## config.mk

```make
export PLATFORM = sky130hd
export DESIGN_NAME = if_prefetch_unit
export DESIGN_NICKNAME = d
export VERILOG_FILES = /design/src/rtl/if_prefetch_unit.sv
export SDC_FILE = /design/constraint.sdc
export NUM_CORES = 1
export LEC_CHECK = 0
export BUFFER_PORTS_ARGS = -buffer_cell sky130_fd_sc_hd__buf_2
export CORE_MARGIN = 2
export CORE_UTILIZATION = 57
export DETAILED_ROUTE_END_ITERATION = 8
export GPL_TIMING_DRIVEN = 0
export PLACE_DENSITY = 0.75
export SYNTH_ARGS = -nofsm -noshare
export SYNTH_HDL_FRONTEND = slang
export SYNTH_SLANG_ARGS = --single-unit
```

## constraint.sdc

```tcl
create_clock -name clk -period 6.4 [get_ports clk]
set_input_delay 0.64 -clock clk [delete_from_list [all_inputs] [get_ports clk]]
set_output_delay 0.64 -clock clk [all_outputs]
set_load 0.05 [all_outputs]
```

## src/rtl/if_prefetch_unit.sv

```systemverilog
// Instruction-fetch prefetch unit: issues sequential word fetches, buffers
// returned words with their PCs in a small FIFO and hands them to decode.
// Start and redirect flush the buffer and drop any responses still in flight.
module if_prefetch_unit #(
   parameter int DEPTH = 4
) (
   input  logic        clk,
   input  logic        rst_n,
   input  logic        i_start,
   input  logic [31:0] i_start_addr,
   input  logic        i_redirect,
   input  logic [31:0] i_redirect_addr,
   output logic        o_imem_req,
   output logic [31:0] o_imem_addr,
   input  logic        i_imem_gnt,
   input  logic        i_imem_rvalid,
   input  logic [31:0] i_imem_rdata,
   output logic        o_valid,
   output logic [31:0] o_pc,
   output logic [31:0] o_instr,
   input  logic        i_ready,
   output logic        o_misaligned
);

   localparam int AW = $clog2(DEPTH);
   localparam int CW = AW + 1;
   localparam logic [CW:0] DEPTH_W = (CW+1)'(DEPTH);

   typedef enum logic [1:0] {IDLE, RUN, ERR} state_t;

   state_t        state_q, state_d;
   logic [31:0]   fetch_pc_q, fetch_pc_d;
   logic [31:0]   resp_pc_q, resp_pc_d;
   logic [CW-1:0] count_q, count_d;
   logic [CW-1:0] outstanding_q, outstanding_d;
   logic [CW-1:0] discard_q, discard_d;
   logic          misaligned_q, misaligned_d;
   logic [AW-1:0] wr_ptr_q, wr_ptr_d;
   logic [AW-1:0] rd_ptr_q, rd_ptr_d;
   logic [31:0]   pc_mem_q    [DEPTH];
   logic [31:0]   instr_mem_q [DEPTH];

   logic          load;
   logic [31:0]   load_pc;
   logic          push;
   logic          pop;
   logic          req;
   logic          valid;
   logic [CW:0]   fill_sum;
   logic [CW:0]   inflight_sum;

   // Request and output-valid gating; both are suppressed while a PC load is pending.
   always_comb begin
      load         = i_start || (i_redirect && (state_q == RUN));
      load_pc      = i_start ? i_start_addr : i_redirect_addr;
      fill_sum     = {1'b0, count_q} + {1'b0, outstanding_q};
      inflight_sum = {1'b0, discard_q} + {1'b0, outstanding_q};
      req          = (state_q == RUN) && !i_start && !i_redirect &&
                     (fill_sum < DEPTH_W) && (inflight_sum < DEPTH_W);
      valid        = (state_q == RUN) && (count_q != '0) && !i_start && !i_redirect;
      pop          = valid && i_ready;
   end

   // Next-state for the FSM, PCs, counters and FIFO pointers.
   always_comb begin
      state_d       = state_q;
      fetch_pc_d    = fetch_pc_q;
      resp_pc_d     = resp_pc_q;
      count_d       = count_q;
      outstanding_d = outstanding_q;
      discard_d     = discard_q;
      misaligned_d  = misaligned_q;
      wr_ptr_d      = wr_ptr_q;
      rd_ptr_d      = rd_ptr_q;
      push          = 1'b0;
      if (load) begin
         fetch_pc_d    = load_pc;
         resp_pc_d     = load_pc;
         count_d       = '0;
         wr_ptr_d      = '0;
         rd_ptr_d      = '0;
         outstanding_d = '0;
         if (i_imem_rvalid && ((discard_q != '0) || (outstanding_q != '0))) begin
            discard_d = discard_q + outstanding_q - CW'(1);
         end else begin
            discard_d = discard_q + outstanding_q;
         end
         if (load_pc[1:0] != 2'b00) begin
            misaligned_d = 1'b1;
            state_d      = ERR;
         end else begin
            misaligned_d = 1'b0;
            state_d      = RUN;
         end
      end else begin
         if (req && i_imem_gnt) begin
            fetch_pc_d = fetch_pc_q + 32'd4;
         end
         if (i_imem_rvalid) begin
            if (discard_q != '0) begin
               discard_d = discard_q - CW'(1);
            end else if (outstanding_q != '0) begin
               push = 1'b1;
            end
         end
         outstanding_d = outstanding_q + CW'(req && i_imem_gnt) - CW'(push);
         if (push) begin
            resp_pc_d = resp_pc_q + 32'd4;
            wr_ptr_d  = wr_ptr_q + AW'(1);
         end
         if (pop) begin
            rd_ptr_d = rd_ptr_q + AW'(1);
         end
         count_d = count_q + CW'(push) - CW'(pop);
      end
   end

   // State and counter registers.
   always_ff @(posedge clk or negedge rst_n) begin
      if (!rst_n) begin
         state_q       <= IDLE;
         fetch_pc_q    <= '0;
         resp_pc_q     <= '0;
         count_q       <= '0;
         outstanding_q <= '0;
         discard_q     <= '0;
         misaligned_q  <= 1'b0;
         wr_ptr_q      <= '0;
         rd_ptr_q      <= '0;
      end else begin
         state_q       <= state_d;
         fetch_pc_q    <= fetch_pc_d;
         resp_pc_q     <= resp_pc_d;
         count_q       <= count_d;
         outstanding_q <= outstanding_d;
         discard_q     <= discard_d;
         misaligned_q  <= misaligned_d;
         wr_ptr_q      <= wr_ptr_d;
         rd_ptr_q      <= rd_ptr_d;
      end
   end

   // FIFO storage; cleared on reset so the head outputs read zero.
   always_ff @(posedge clk or negedge rst_n) begin
      if (!rst_n) begin
         for (int i = 0; i < DEPTH; i++) begin
            pc_mem_q[i]    <= '0;
            instr_mem_q[i] <= '0;
         end
      end else if (push) begin
         pc_mem_q[wr_ptr_q]    <= resp_pc_q;
         instr_mem_q[wr_ptr_q] <= i_imem_rdata;
      end
   end

   assign o_imem_req   = req;
   assign o_imem_addr  = fetch_pc_q;
   assign o_valid      = valid;
   assign o_pc         = pc_mem_q[rd_ptr_q];
   assign o_instr      = instr_mem_q[rd_ptr_q];
   assign o_misaligned = misaligned_q;

endmodule

```

==> reports/qor.json, run 1 <==
{
  "status": "completed",
  "synth_largest_type_area_fraction_pct": 52.1,
  "synth_xor_xnor_area_share_pct": 2.63,
  "layout-drive-gt1-share_pct": 43.1,
  "critical_path.startpoint_type": "flip-flop",
  "die_w_um": 171,
  "grtUsageTotal_pct": 25.9,
  "num_rows": 61,
  "drtIter0Drc": 552,
  "fp.coreArea_um2": 27700,
  "cts_num_sinks": 333,
  "worst_path_most_repeated_cell": "buf_2",
  "max_slew.worst_pin.slew_ps": 965,
  "clock_tree_from_tritoncts": "built",
  "setup_violations": 0,
  "crit_path_max_fanout": 10,
  "finalWirelength_mm": 36.8,
  "n_antenna_cell": 0,
  "vias": 10598,
  "worst_path_dominant_cell_family": "buffers and inverters",
  "synth.net_count": 1289,
  "ioPinCount": 202,
  "met3WireLength_mm": 2.12,
  "synth_top_family_by_area": "multiplexers",
  "numPortBuffers": 201,
  "ys.warnings.count": 0,
  "place.detailed.hpwl_mm": 26.1,
  "clock_latency_ps": 520,
  "cp-end-kind": "primary output",
  "mostFrequentLayoutCells": "dfrtp_1, buf_2, mux2_2",
  "fin_nets": 1530,
  "critical_path_class": "flip-flop to primary output",
  "top_layer": "met4",
  "synth_simple_gate_area_share_pct": 8.02,
  "final_common_cell": "dfrtp_1",
  "cts_inserted_buffers": 36,
  "synth_seq_area_share_pct": 52.1,
  "htree_num_levels": 2,
  "postSynthAreaPerCell_um2": 13.7,
  "ctsResizeCount": 0,
  "floorplan.die.height_um": 171,
  "number_of_antenna_violations_at_the_first_check_in_global_routing": 0,
  "synth_adder_area_share_pct": 1.78,
  "cts-hold-fix-buffers": 0,
  "unrepaired_setup_endpoints_after_global_routing": "false",
  "max-slew-margin-rel_pct": 35.7,
  "synth_area_leader_cell": "dfrtp_1",
  "grt_pass1_wl_mm": 58.9,
  "detailed_place.area_um2": 17500,
  "postCtsSetupRepairBufs": 0,
  "fin_skew_ps": 14.5,
  "ys.flop_type": "dfrtp_1",
  "netlist_area_before_placement_um2": 16000,
  "wirelength_met1_mm": 15.8,
  "power.leakage_nw": 9.14,
  "synth.ff_latch_count": 333,
  "synth.mux.area_fraction_pct": 27.3,
  "report.final.slew_viol_count": 0,
  "synthToLayoutAreaGrowth_pct": 17.1,
  "arrival_ps": 3010,
  "met2WireLength_mm": 18.1,
  "synth-async-reset-ratio_pct": 100,
  "grt_max_degree": 117,
  "synth_compound_gate_area_share_pct": 5.17,
  "synth.top_cells.by_area": "dfrtp_1, mux2_2, mux4_2",
  "max_rail_drop_vdd_v": 0.000157,
  "finish.instance_area_um2": 18700,
  "drv.max_cap_violation_count": 0,
  "grt_pass1_vias": 11019,
  "dpl.cell_count": 1746,
  "worst-path-buf-inv": 3,
  "max_freq_mhz": 274,
  "postSynthCellCount": 1165,
  "period_needed_ps": 3650,
  "detail_route.drc_violations": 0,
  "final.period_utilization_pct": 57.0,
  "die_area_um2": 29400,
  "avgViaCountPerCell": 5.85,
  "wire_per_inst_um": 20.3,
  "final_cell_count_no_fill": 1812,
  "critical-path-max-stage-delay_ps": 440,
  "worst_ep_required_time_ps": 5760,
  "timing.critical_path.cells": "ha_1 > fa_1 > xor2_1 > a211o_1 > buf_2 > clkbuf_1 > nor2_1 > buf_2",
  "cpMaxStageDelayCell": "dfrtp_1",
  "final_hold_viol_count": 0,
  "synth-edff-count": 0,
  "hold_path.class": "input port to async pin",
  "grt-ovfl-total": 0,
  "postRouteAntennaNets": 0,
  "clk_path_buf_depth": 3,
  "initial_core_utilization_pct": 57.7,
  "cellPowerDensity_nw_per_um2": 284,
  "place_congestion": 0.846,
  "drt_pre_antenna_iters": 5,
  "yosysUniqueCellTypes": 59,
  "fill_cells": 2042,
  "clk_transition_reported_paths_ps": 60,
  "cts-root-buf": "clkbuf_16"
}
==> cell usage after synthesis (all sizes together) (4+ instances only) <==
| master | number |
|---|---|
| a211oi | 34 |
| a21oi | 46 |
| a31o | 4 |
| a31oi | 10 |
| and3 | 13 |
| and4 | 10 |
| buf | 58 |
| clkbuf | 22 |
| dfrtp | 333 |
| ha | 18 |
| inv | 21 |
| mux2 | 254 |
| mux2i | 6 |
| mux4 | 64 |
| nand2 | 34 |
| nand3 | 27 |
| nand4 | 24 |
| nor2 | 29 |
| nor2b | 28 |
| nor3 | 18 |
| nor4 | 7 |
| nor4b | 5 |
| o21ai | 15 |
| o311a | 7 |
| or3 | 5 |
| xnor2 | 27 |
| xor2 | 21 |
==> per-layer routing <==
metal	up-vias	track usage, %
met1	5424	34.8
met2	331	43.8
met4	0	7.26
met5	-	0
met3	54	4.26
li1	4789	-
==> registers in the layout, summed over array words and instances (netlist names) <==
name	count
count_q	3
discard_q	3
instr_mem_q	128
o_imem_addr	31
outstanding_q	3
pc_mem_q	128
rd_ptr_q	2
resp_pc_q	31
state_q	2
wr_ptr_q	2
==> final timing paths <==
kind | endpoint | from | cells past startpoint | slack, ps
setup / recovery | o_imem_req | outstanding_q[0] | 8 | 2750
hold / removal | instr_mem_q[77] | rst_n | 1 | 200
setup reg to reg | outstanding_q[2] | outstanding_q[0] | 15 | 3000
hold reg to reg | pc_mem_q[90] | pc_mem_q[90] | 2 | 490
max in group asynchronous | resp_pc_q[9] | rst_n | 2 | 5130
min in group clk | instr_mem_q[121] | i_imem_rdata[25] | 2 | 380
==> per-stage QoR <==
step	hold slack, ps	power, mW	setup WS, ps	utilization (%)	TNS, ps
floorplan	344	2.99	3260	-	0
global placement	459	3.26	-1590	63.0	-517910
detailed placement	475	3.29	3010	63.3	0
CTS	218	5.36	2760	67.6	0
global route	266	5.53	2620	67.6	0
finish	196	5.32	2750	67.6	0
==> logic make-up after synthesis <==
group                      Yosys count
muxes                              324
adders and majority gates           21
AOI/OAI and AO/OA                  128
and+or+nand+nor                    210
xor gates and xnor gates            48
buffers and inverters              101
DFF                                333
==> where the power goes <==
part | internal, mW | switching, mW
Sequential | 2.22 | 0.127
Clock | 1.22 | 0.844
Combinational | 0.293 | 0.612
==> cell type report <==
cell class,instances,area [um^2],share of cell area [%]
Tap cell,378,473,2.53
Multi-Input combinational cell,731,7170,38.3
Buffer,80,397,2.12
Timing Repair Buffer,203,1070,5.72
Sequential cell,333,8330,44.5
Clock buffer,51,1080,5.76
Inverter,21,78.8,0.421
Clock inverter,15,114,0.608
==> worst reg2reg max path, cell delays in order, from the launching register on <==
cell,delay (ps)
dfrtp_1,440
ha_1,250
fa_1,380
xor2_1,180
a211o_1,230
buf_2,220
nor2_2,250
inv_2,80
ha_1,270
inv_1,50
ha_1,120
inv_1,50
fa_1,380
xor2_1,170
xnor2_1,130
nor2_1,50
Power figures use the tool's default switching activity.
==> inputs of run 2 (changes only) <==
- CORE_UTILIZATION: 57 -> 53
- PLACE_DENSITY: 0.75 -> 0.73
- clock period: 6.4 -> 3.35 ns (I/O delays scaled with it)
==> run 2 against run 1 <==
  * Final cell count is 0.66% higher
  * Register-to-register slack got worse by 2900 ps
  * Total power up 93%
  * Critical endpoint unchanged
  * Largest power group unchanged
  * Highest routed layer unchanged
==> reports/qor.json, run 2 (synthesized netlist as in run 1, its figures left out) <==
{
  "status": "completed",
  "grtUsageTotal": {"value": 24.3, "unit": "%", "change": "-1.5 points"},
  "floorplan.die.height": {"value": 178, "unit": "um", "change": "+3.6%"},
  "synthToLayoutAreaGrowth_pct": 17.7,
  "worst-path-buf-inv": {"value": 3, "change": "unchanged"},
  "mostFrequentLayoutCells": "dfrtp_1, buf_2, mux2_2",
  "fill_cells": {"value": 2325, "change": "+14%"},
  "clock_latency": {"value": 510, "unit": "ps", "change": "about the same"},
  "internal_cell_power": {"value": 7.29, "unit": "mW", "change": "+95%"},
  "worst_ep_required_time": {"value": 3010, "unit": "ps", "change": "-2750 ps"},
  "final_cell_count_no_fill": {"value": 1824, "change": "+0.66%"},
  "cts_inserted_buffers": {"value": 37, "change": "+2.8%"},
  "cellPowerDensity": {"value": 547, "unit": "nW/um^2", "change": "+93%"},
  "worst_path_dominant_cell_family": "buffers and inverters",
  "grt_max_degree": {"value": 124, "change": "+6.0%"},
  "crit_path_max_fanout": {"value": 10, "change": "unchanged"},
  "grt_pass1_wl": {"value": 59.7, "unit": "mm", "change": "+1.4%"},
  "power.share.switching": {"value": 29.1, "unit": "%", "change": "-0.68 points"},
  "drv.max_cap_violation_count": {"value": 0, "change": "unchanged"},
  "fp.coreArea": {"value": 29600, "unit": "um^2", "change": "+7.0%"},
  "p_clk_share": {"value": 39.4, "unit": "%", "change": "+0.6 points"},
  "power.leakage": {"value": 9.15, "unit": "nW", "change": "+0.17%"},
  "max_rail_drop_vdd": {"value": 0.000313, "unit": "V", "change": "+99%"},
  "drtIter0Drc": {"value": 606, "change": "+9.8%"},
  "hold_path.class": "input port to flip-flop",
  "dpl.cell_count": {"value": 1758, "change": "+0.69%"},
  "share_seq_of_total_power": {"value": 43.6, "unit": "%", "change": "-0.5 points"},
  "worst_hold_path.num_cells": 2,
  "numPortBuffers": {"value": 201, "change": "unchanged"},
  "htree_num_levels": {"value": 2, "change": "unchanged"},
  "die_area": {"value": 31600, "unit": "um^2", "change": "+7.4%"},
  "layout-drive-gt1-share": {"value": 43.0, "unit": "%", "change": "-0.11 points"},
  "cts_num_sinks": {"value": 333, "change": "unchanged"},
  "timing.critical_path.cells": "ha_1 > fa_1 > xor2_1 > a211o_1 > buf_6 > clkbuf_1 > nor2_1 > buf_2",
  "ioPinCount": {"value": 202, "change": "unchanged"},
  "number_of_antenna_violations_at_the_first_check_in_global_routing": {"value": 1, "change": "+1"},
  "fin_skew": {"value": 16.9, "unit": "ps", "change": "+2.37 ps"},
  "grt_pass1_vias": {"value": 11072, "change": "+0.48%"},
  "report.final.slew_viol_count": {"value": 0, "change": "unchanged"},
  "final_common_cell": "dfrtp_1",
  "max-slew-margin-rel": {"value": 37.8, "unit": "%", "change": "+2.2 points"},
  "cp-end-kind": "primary output",
  "period_needed_ps": 3220,
  "switching_power": {"value": 2.99, "unit": "mW", "change": "+89%"},
  "layout_top_registers": "instr_mem_q (128), pc_mem_q (128)",
  "finalWirelength": {"value": 37.3, "unit": "mm", "change": "+1.3%"},
  "fin_nets": {"value": 1533, "change": "+0.20%"},
  "use_met2": {"value": 40.4, "unit": "%", "change": "-3.4 points"},
  "timing.reg2reg.worst_path_depth": {"value": 15, "change": "unchanged"},
  "detail_route.drc_violations": {"value": 0, "change": "unchanged"},
  "cts-root-buf": "clkbuf_16",
  "setup_violations": {"value": 0, "change": "unchanged"},
  "drt_pre_antenna_iters": {"value": 5, "change": "unchanged"},
  "comb_power_share": {"value": 17.0, "unit": "%", "change": "about the same"},
  "grt-ovfl-total": {"value": 0, "change": "unchanged"},
  "critical-path-max-stage-delay": {"value": 430, "unit": "ps", "change": "about the same"},
  "max_slew.worst_pin.slew": {"value": 933, "unit": "ps", "change": "-32.3 ps"},
  "cp_num_cells": {"value": 8, "change": "unchanged"},
  "max_freq_mhz": 310,
  "critical_path.startpoint_type": "flip-flop",
  "final.period_utilization_pct": 96.1,
  "wire_per_inst": {"value": 20.5, "unit": "um", "change": "+0.68%"},
  "postRouteAntennaNets": {"value": 0, "change": "unchanged"},
  "clk_transition_reported_paths": {"value": 60, "unit": "ps", "change": "about the same"},
  "final_hold_viol_count": {"value": 0, "change": "unchanged"},
  "place.detailed.hpwl": {"value": 26.5, "unit": "mm", "change": "+1.6%"},
  "avgViaCountPerCell": {"value": 5.84, "change": "-0.15%"},
  "num_rows": {"value": 63, "change": "+3.3%"},
  "place_congestion": {"value": 0.832, "change": "-1.7%"},
  "groute.layer.met3.usage": {"value": 4.58, "unit": "%", "change": "+0.33 points"},
  "gr-usage-met1": {"value": 33.2, "unit": "%", "change": "-1.6 points"},
  "busiest_layer": "met2",
  "critical_path_class": "flip-flop to primary output",
  "initial_core_utilization": {"value": 53.9, "unit": "%", "change": "-3.8 points"},
  "finalPower": {"value": 10.3, "unit": "mW", "change": "+93%"},
  "cpMaxStageDelayCell": "dfrtp_2",
  "vias": {"value": 10652, "change": "+0.51%"},
  "die_w": {"value": 178, "unit": "um", "change": "+3.6%"},
  "clock_tree_from_tritoncts": "built",
  "arrival": {"value": 2890, "unit": "ps", "change": "-120 ps"},
  "clk_path_buf_depth": {"value": 3, "change": "unchanged"}
}
[run 2: power groups by stage]
stage / sequential, mW / combinational, mW / clock (mW)
3_5_place_dp: 4.55 / 1.74 / 0
4_1_cts: 4.48 / 1.75 / 4.14
5_1_grt: 4.52 / 1.88 / 4.31
2_1_floorplan: 4.65 / 1.05 / 0
6_report: 4.49 / 1.75 / 4.05
3_3_place_gp: 4.54 / 1.69 / 0
[run 2: path summary, 6_finish.rpt]
path	slack [ps]	start	to
min in group asynchronous	480	rst_n	instr_mem_q[115]
worst min register to register	470	pc_mem_q[90]	pc_mem_q[90]
worst max-delay path	130	outstanding_q[0]	o_imem_req
max in group asynchronous	1740	rst_n	o_imem_addr[26]
worst max register to register	150	outstanding_q[0]	outstanding_q[2]
worst min-delay path	80	i_imem_rdata[21]	instr_mem_q[117]
[run 2: through the flow]
stage	util, %	TNS (ps)	hold slack [ps]	setup slack (ps)	cell area (um^2)
2_1_floorplan	-	0	39.4	215	16000
3_3_place_gp	59.0	-1452450	458	-4390	17500
3_5_place_dp	59.2	-59.5	448	-59.5	17500
4_1_cts	63.4	0	60.0	11.9	18800
5_1_grt	63.5	-7.40	79.1	-7.40	18800
6_report	63.5	0	77.6	129	18800
[run 2: routing by layer]
metal,part of all wire [%],vias up
met5,0,-
met4,1.9,0
met3,5.9,54
met2,48,336
met1,44,5436
li1,-,4826
[run 2: what timing repair did]
action,4_1_cts,5_1_grt
resized for setup,1,7
hold buffers,1,0
hold endpoints to repair,102,0
setup buffers,0,1
setup endpoints to repair,1,11
pin swaps,0,1
[run 2: worst reg2reg max path: cells and delay by family (launching register included)]
| kind | cells | cell delay (ps) |
|---|---|---|
| simple gates | 2 | 170 |
| fa+ha+maj | 5 | 1380 |
| flops | 1 | 430 |
| buf+inv | 4 | 320 |
| compound gates | 1 | 250 |
| xor+xnor | 3 | 510 |
[run 2: final cells by class]
cell class / instances / area, um^2 / area share (%)
timing repair buffer: 205 / 1090 / 5.79
clock buffer: 53 / 1090 / 5.77
inverter: 21 / 78.8 / 0.419
antenna: 1 / 2.50 / 0.0133
buffer: 80 / 404 / 2.15
tap: 390 / 488 / 2.59
multi-input combinational: 731 / 7190 / 38.2
sequential: 333 / 8330 / 44.3
clock inverter: 10 / 139 / 0.738
==> inputs of run 3 (changes only) <==
--- a/config.mk
+++ b/config.mk
@@ -6,10 +6,10 @@
 export NUM_CORES = 1
 export LEC_CHECK = 0
-export BUFFER_PORTS_ARGS = -buffer_cell sky130_fd_sc_hd__buf_2
 export CORE_MARGIN = 2
-export CORE_UTILIZATION = 53
+export CORE_UTILIZATION = 57
 export DETAILED_ROUTE_END_ITERATION = 8
+export DONT_BUFFER_PORTS = 1
 export GPL_TIMING_DRIVEN = 0
-export PLACE_DENSITY = 0.73
+export PLACE_DENSITY = 0.8
 export SYNTH_ARGS = -nofsm -noshare
 export SYNTH_HDL_FRONTEND = slang
==> constraint.sdc (replaced) <==
create_clock -name clk -period 3.35 [get_ports clk]
set_input_delay 0.5025 -clock clk [delete_from_list [all_inputs] [get_ports clk]]
set_output_delay 0.5025 -clock clk [all_outputs]
set_load 0.05 [all_outputs]
==> run 3 against run 2 <==
  * Design area decreased by 6.0%
  * Final cell count decreased by 12%
  * Clock power decreased by 1%
  * Count of clock-buffer cells in the layout increased by 1
  * Global-route usage increased by 1.4 points
  * Critical endpoint unchanged
  * Total power decreased by 3.3%
  * Sequential power increased by 4%
  * Setup slack got worse by 33 ps
  * The flow now finishes with violations (hold timing)
  * Combinational power decreased by 27%
==> reports/qor.json, run 3 (synthesized netlist as in run 1, its figures left out) <==
{
  "status": "finished, violations left",
  "failing_checks": "hold timing",
  "fin_skew": {"value": 24.3, "unit": "ps", "change": "+7.45 ps"},
  "initial_core_utilization": {"value": 57.7, "unit": "%", "change": "+3.8 points"},
  "layout_top_registers": "instr_mem_q (128), pc_mem_q (128)",
  "fp.coreArea": {"value": 27700, "unit": "um^2", "change": "-6.5%"},
  "place_congestion": {"value": 0.889, "change": "+6.9%"},
  "clock_latency": {"value": 530, "unit": "ps", "change": "+20 ps"},
  "grt_pass1_wl": {"value": 58.4, "unit": "mm", "change": "-2.2%"},
  "setup_violations": {"value": 0, "change": "unchanged"},
  "dpl.cell_count": {"value": 1543, "change": "-12%"},
  "grt_pass1_vias": {"value": 10509, "change": "-5.1%"},
  "htree_num_levels": {"value": 2, "change": "unchanged"},
  "timing.reg2reg.worst_path_depth": {"value": 15, "change": "unchanged"},
  "unrepaired_setup_endpoints_after_global_routing": "false",
  "final_cell_count_no_fill": {"value": 1608, "change": "-12%"},
  "n_antenna_cell": {"value": 0, "change": "-1"},
  "clk_transition_reported_paths": {"value": 60, "unit": "ps", "change": "about the same"},
  "critPathLaunch": "outstanding_q[0]",
  "cts-root-buf": "clkbuf_16",
  "clk_path_buf_depth": {"value": 3, "change": "unchanged"},
  "max-slew-margin-rel": {"value": 38.3, "unit": "%", "change": "+0.45 points"},
  "num_rows": {"value": 61, "change": "-3.2%"},
  "report.final.slew_viol_count": {"value": 0, "change": "unchanged"},
  "floorplan.die.height": {"value": 171, "unit": "um", "change": "-3.5%"},
  "max_slew.worst_pin.slew": {"value": 926, "unit": "ps", "change": "-6.68 ps"},
  "drt_pre_antenna_iters": {"value": 6, "change": "+1"},
  "final_common_cell": "dfrtp_1",
  "final.period_utilization": {"value": 97.1, "unit": "%", "change": "+0.99 points"},
  "critical_path.startpoint_type": "flip-flop",
  "numPortBuffers": {"value": 0, "change": "-100%"},
  "detail_route.drc_violations": {"value": 0, "change": "unchanged"},
  "synthToLayoutAreaGrowth_pct": 10.6,
  "cts_inserted_buffers": {"value": 35, "change": "-5.4%"},
  "max_freq": {"value": 307, "unit": "MHz", "change": "-1.0%"},
  "drv.max_cap_violation_count": {"value": 0, "change": "unchanged"},
  "holdWs": {"value": -322, "unit": "ps", "change": "-399 ps"},
  "fin_nets": {"value": 1327, "change": "-13%"},
  "cp-end-kind": "primary output",
  "wire_per_inst": {"value": 22.9, "unit": "um", "change": "+12%"},
  "grtUsageTotal": {"value": 25.8, "unit": "%", "change": "+1.4 points"},
  "cts_num_sinks": {"value": 333, "change": "unchanged"},
  "rr_startpoint": "outstanding_q[0]",
  "hold_path.class": "input port to async pin",
  "period_needed": {"value": 3250, "unit": "ps", "change": "+33.2 ps"},
  "worst_ep_required_time": {"value": 2850, "unit": "ps", "change": "-160 ps"},
  "final_hold_viol_count": {"value": 333, "change": "+333"},
  "setup.worst_path.end": "o_imem_req",
  "critical_path_class": "flip-flop to primary output",
  "grt-ovfl-total": {"value": 0, "change": "unchanged"},
  "reg_to_reg_end": "outstanding_q[2]",
  "die_area": {"value": 29400, "unit": "um^2", "change": "-6.9%"},
  "place.detailed.hpwl": {"value": 25.4, "unit": "mm", "change": "-4.1%"},
  "cellPowerDensity": {"value": 563, "unit": "nW/um^2", "change": "+2.9%"},
  "drtIter0Drc": {"value": 717, "change": "+18%"},
  "avgViaCountPerCell": {"value": 6.25, "change": "+7.0%"},
  "number_of_antenna_violations_at_the_first_check_in_global_routing": {"value": 0, "change": "-1"},
  "vias": {"value": 10049, "change": "-5.7%"},
  "power.leakage": {"value": 8.20, "unit": "nW", "change": "-10%"},
  "grt_max_degree": {"value": 334, "change": "+170%"},
  "die_w": {"value": 171, "unit": "um", "change": "-3.5%"},
  "arrival": {"value": 2750, "unit": "ps", "change": "-140 ps"},
  "finalWirelength": {"value": 36.9, "unit": "mm", "change": "-1.2%"},
  "max_rail_drop_vdd": {"value": 0.000372, "unit": "V", "change": "+19%"},
  "ioPinCount": {"value": 202, "change": "unchanged"},
  "postRouteAntennaNets": {"value": 0, "change": "unchanged"},
  "r2r_setup_slack": {"value": 130, "unit": "ps", "change": "-20 ps"},
  "layout-drive-gt1-share": {"value": 33.1, "unit": "%", "change": "-9.9 points"},
  "crit_path_max_fanout": {"value": 10, "change": "unchanged"},
  "clock_tree_from_tritoncts": "built",
  "mostFrequentLayoutCells": "dfrtp_1, mux2_2, mux4_2"
}
## run 3: cell count changes in the layout (fill, tap and decap cells not counted), sizes merged
cell | before | now
buf | 261 | 59
bufinv | 3 | 4
clkinv | 4 | 5
clkinvlp | 1 | 0
diode | 1 | 0
dlygate4sd3 | 1 | 0
inv | 23 | 22
## run 3: routing by layer
metal / wire (um) / part of all wire [%] / vias to the layer above / GRT usage, %
met2: 18500 / 50 / 364 / 43.9
met3: 2810 / 7.6 / 57 / 6.47
met1: 14800 / 40 / 5223 / 32.8
met5: 0 / 0 / - / 0
met4: 795 / 2.2 / 0 / 7.44
li1: - / - / 4405 / -
## run 3: what timing repair did
item                       4_1_cts  5_1_grt
pin swaps                        1        1
setup endpoints to repair        2        2
resized for setup                4        3
setup buffers                    0        1
cloned                           0        0
hold endpoints to repair       333      333
## run 3: through the flow
| stage | worst slack, ps | setup TNS [ps] | utilization [%] | instance area (um^2) | power (mW) |
|---|---|---|---|---|---|
| final | 96.0 | 0 | 63.8 | 17700 | 9.95 |
| after global routing | 7.70 | 0 | 63.8 | 17700 | 10.3 |
| after CTS | 13.2 | 0 | 63.7 | 17700 | 9.98 |
| after detailed placement | -53.5 | -53.5 | 59.4 | 16500 | 5.99 |
| after global placement | 11.6 | 0 | 59.4 | 16500 | 5.95 |
| after floorplan | 215 | 0 | - | 16000 | 5.71 |
## run 3: area by class of cell
class,instances,area (um^2)
Tap cell,378,473
Sequential cell,333,8330
Clock buffer,54,1020
Fill cell,2047,10000
Multi-Input combinational cell,731,7200
Timing Repair Buffer,1,7.51
Clock inverter,10,165
Inverter,21,78.8
Buffer,80,400
## run 3: power by group
part / switching [mW] / internal, mW
sequential: 0.448 / 4.23
combinational: 0.844 / 0.427
clock: 1.58 / 2.41
total: 2.87 / 7.08
## run 3: how the worst min path moves through the flow
stage | from | to | slack (ps) | depth (start not counted)
2_1_floorplan | rst_n | count_q[0] | 210 | 0
3_3_place_gp | rst_n | instr_mem_q[77] | 210 | 0
3_5_place_dp | rst_n | instr_mem_q[77] | 210 | 0
4_1_cts | rst_n | instr_mem_q[77] | -330 | 0
5_1_grt | rst_n | instr_mem_q[77] | -340 | 0
6_report | rst_n | instr_mem_q[77] | -320 | 0
## run 3: worst max-delay path, cell delays in order (launching register included)
cell and delay [ps]:
dfrtp_1 440, ha_1 250, fa_1 400, xor2_1 180
a211o_1 230, buf_4 200, clkbuf_2 230, nor2_4 320
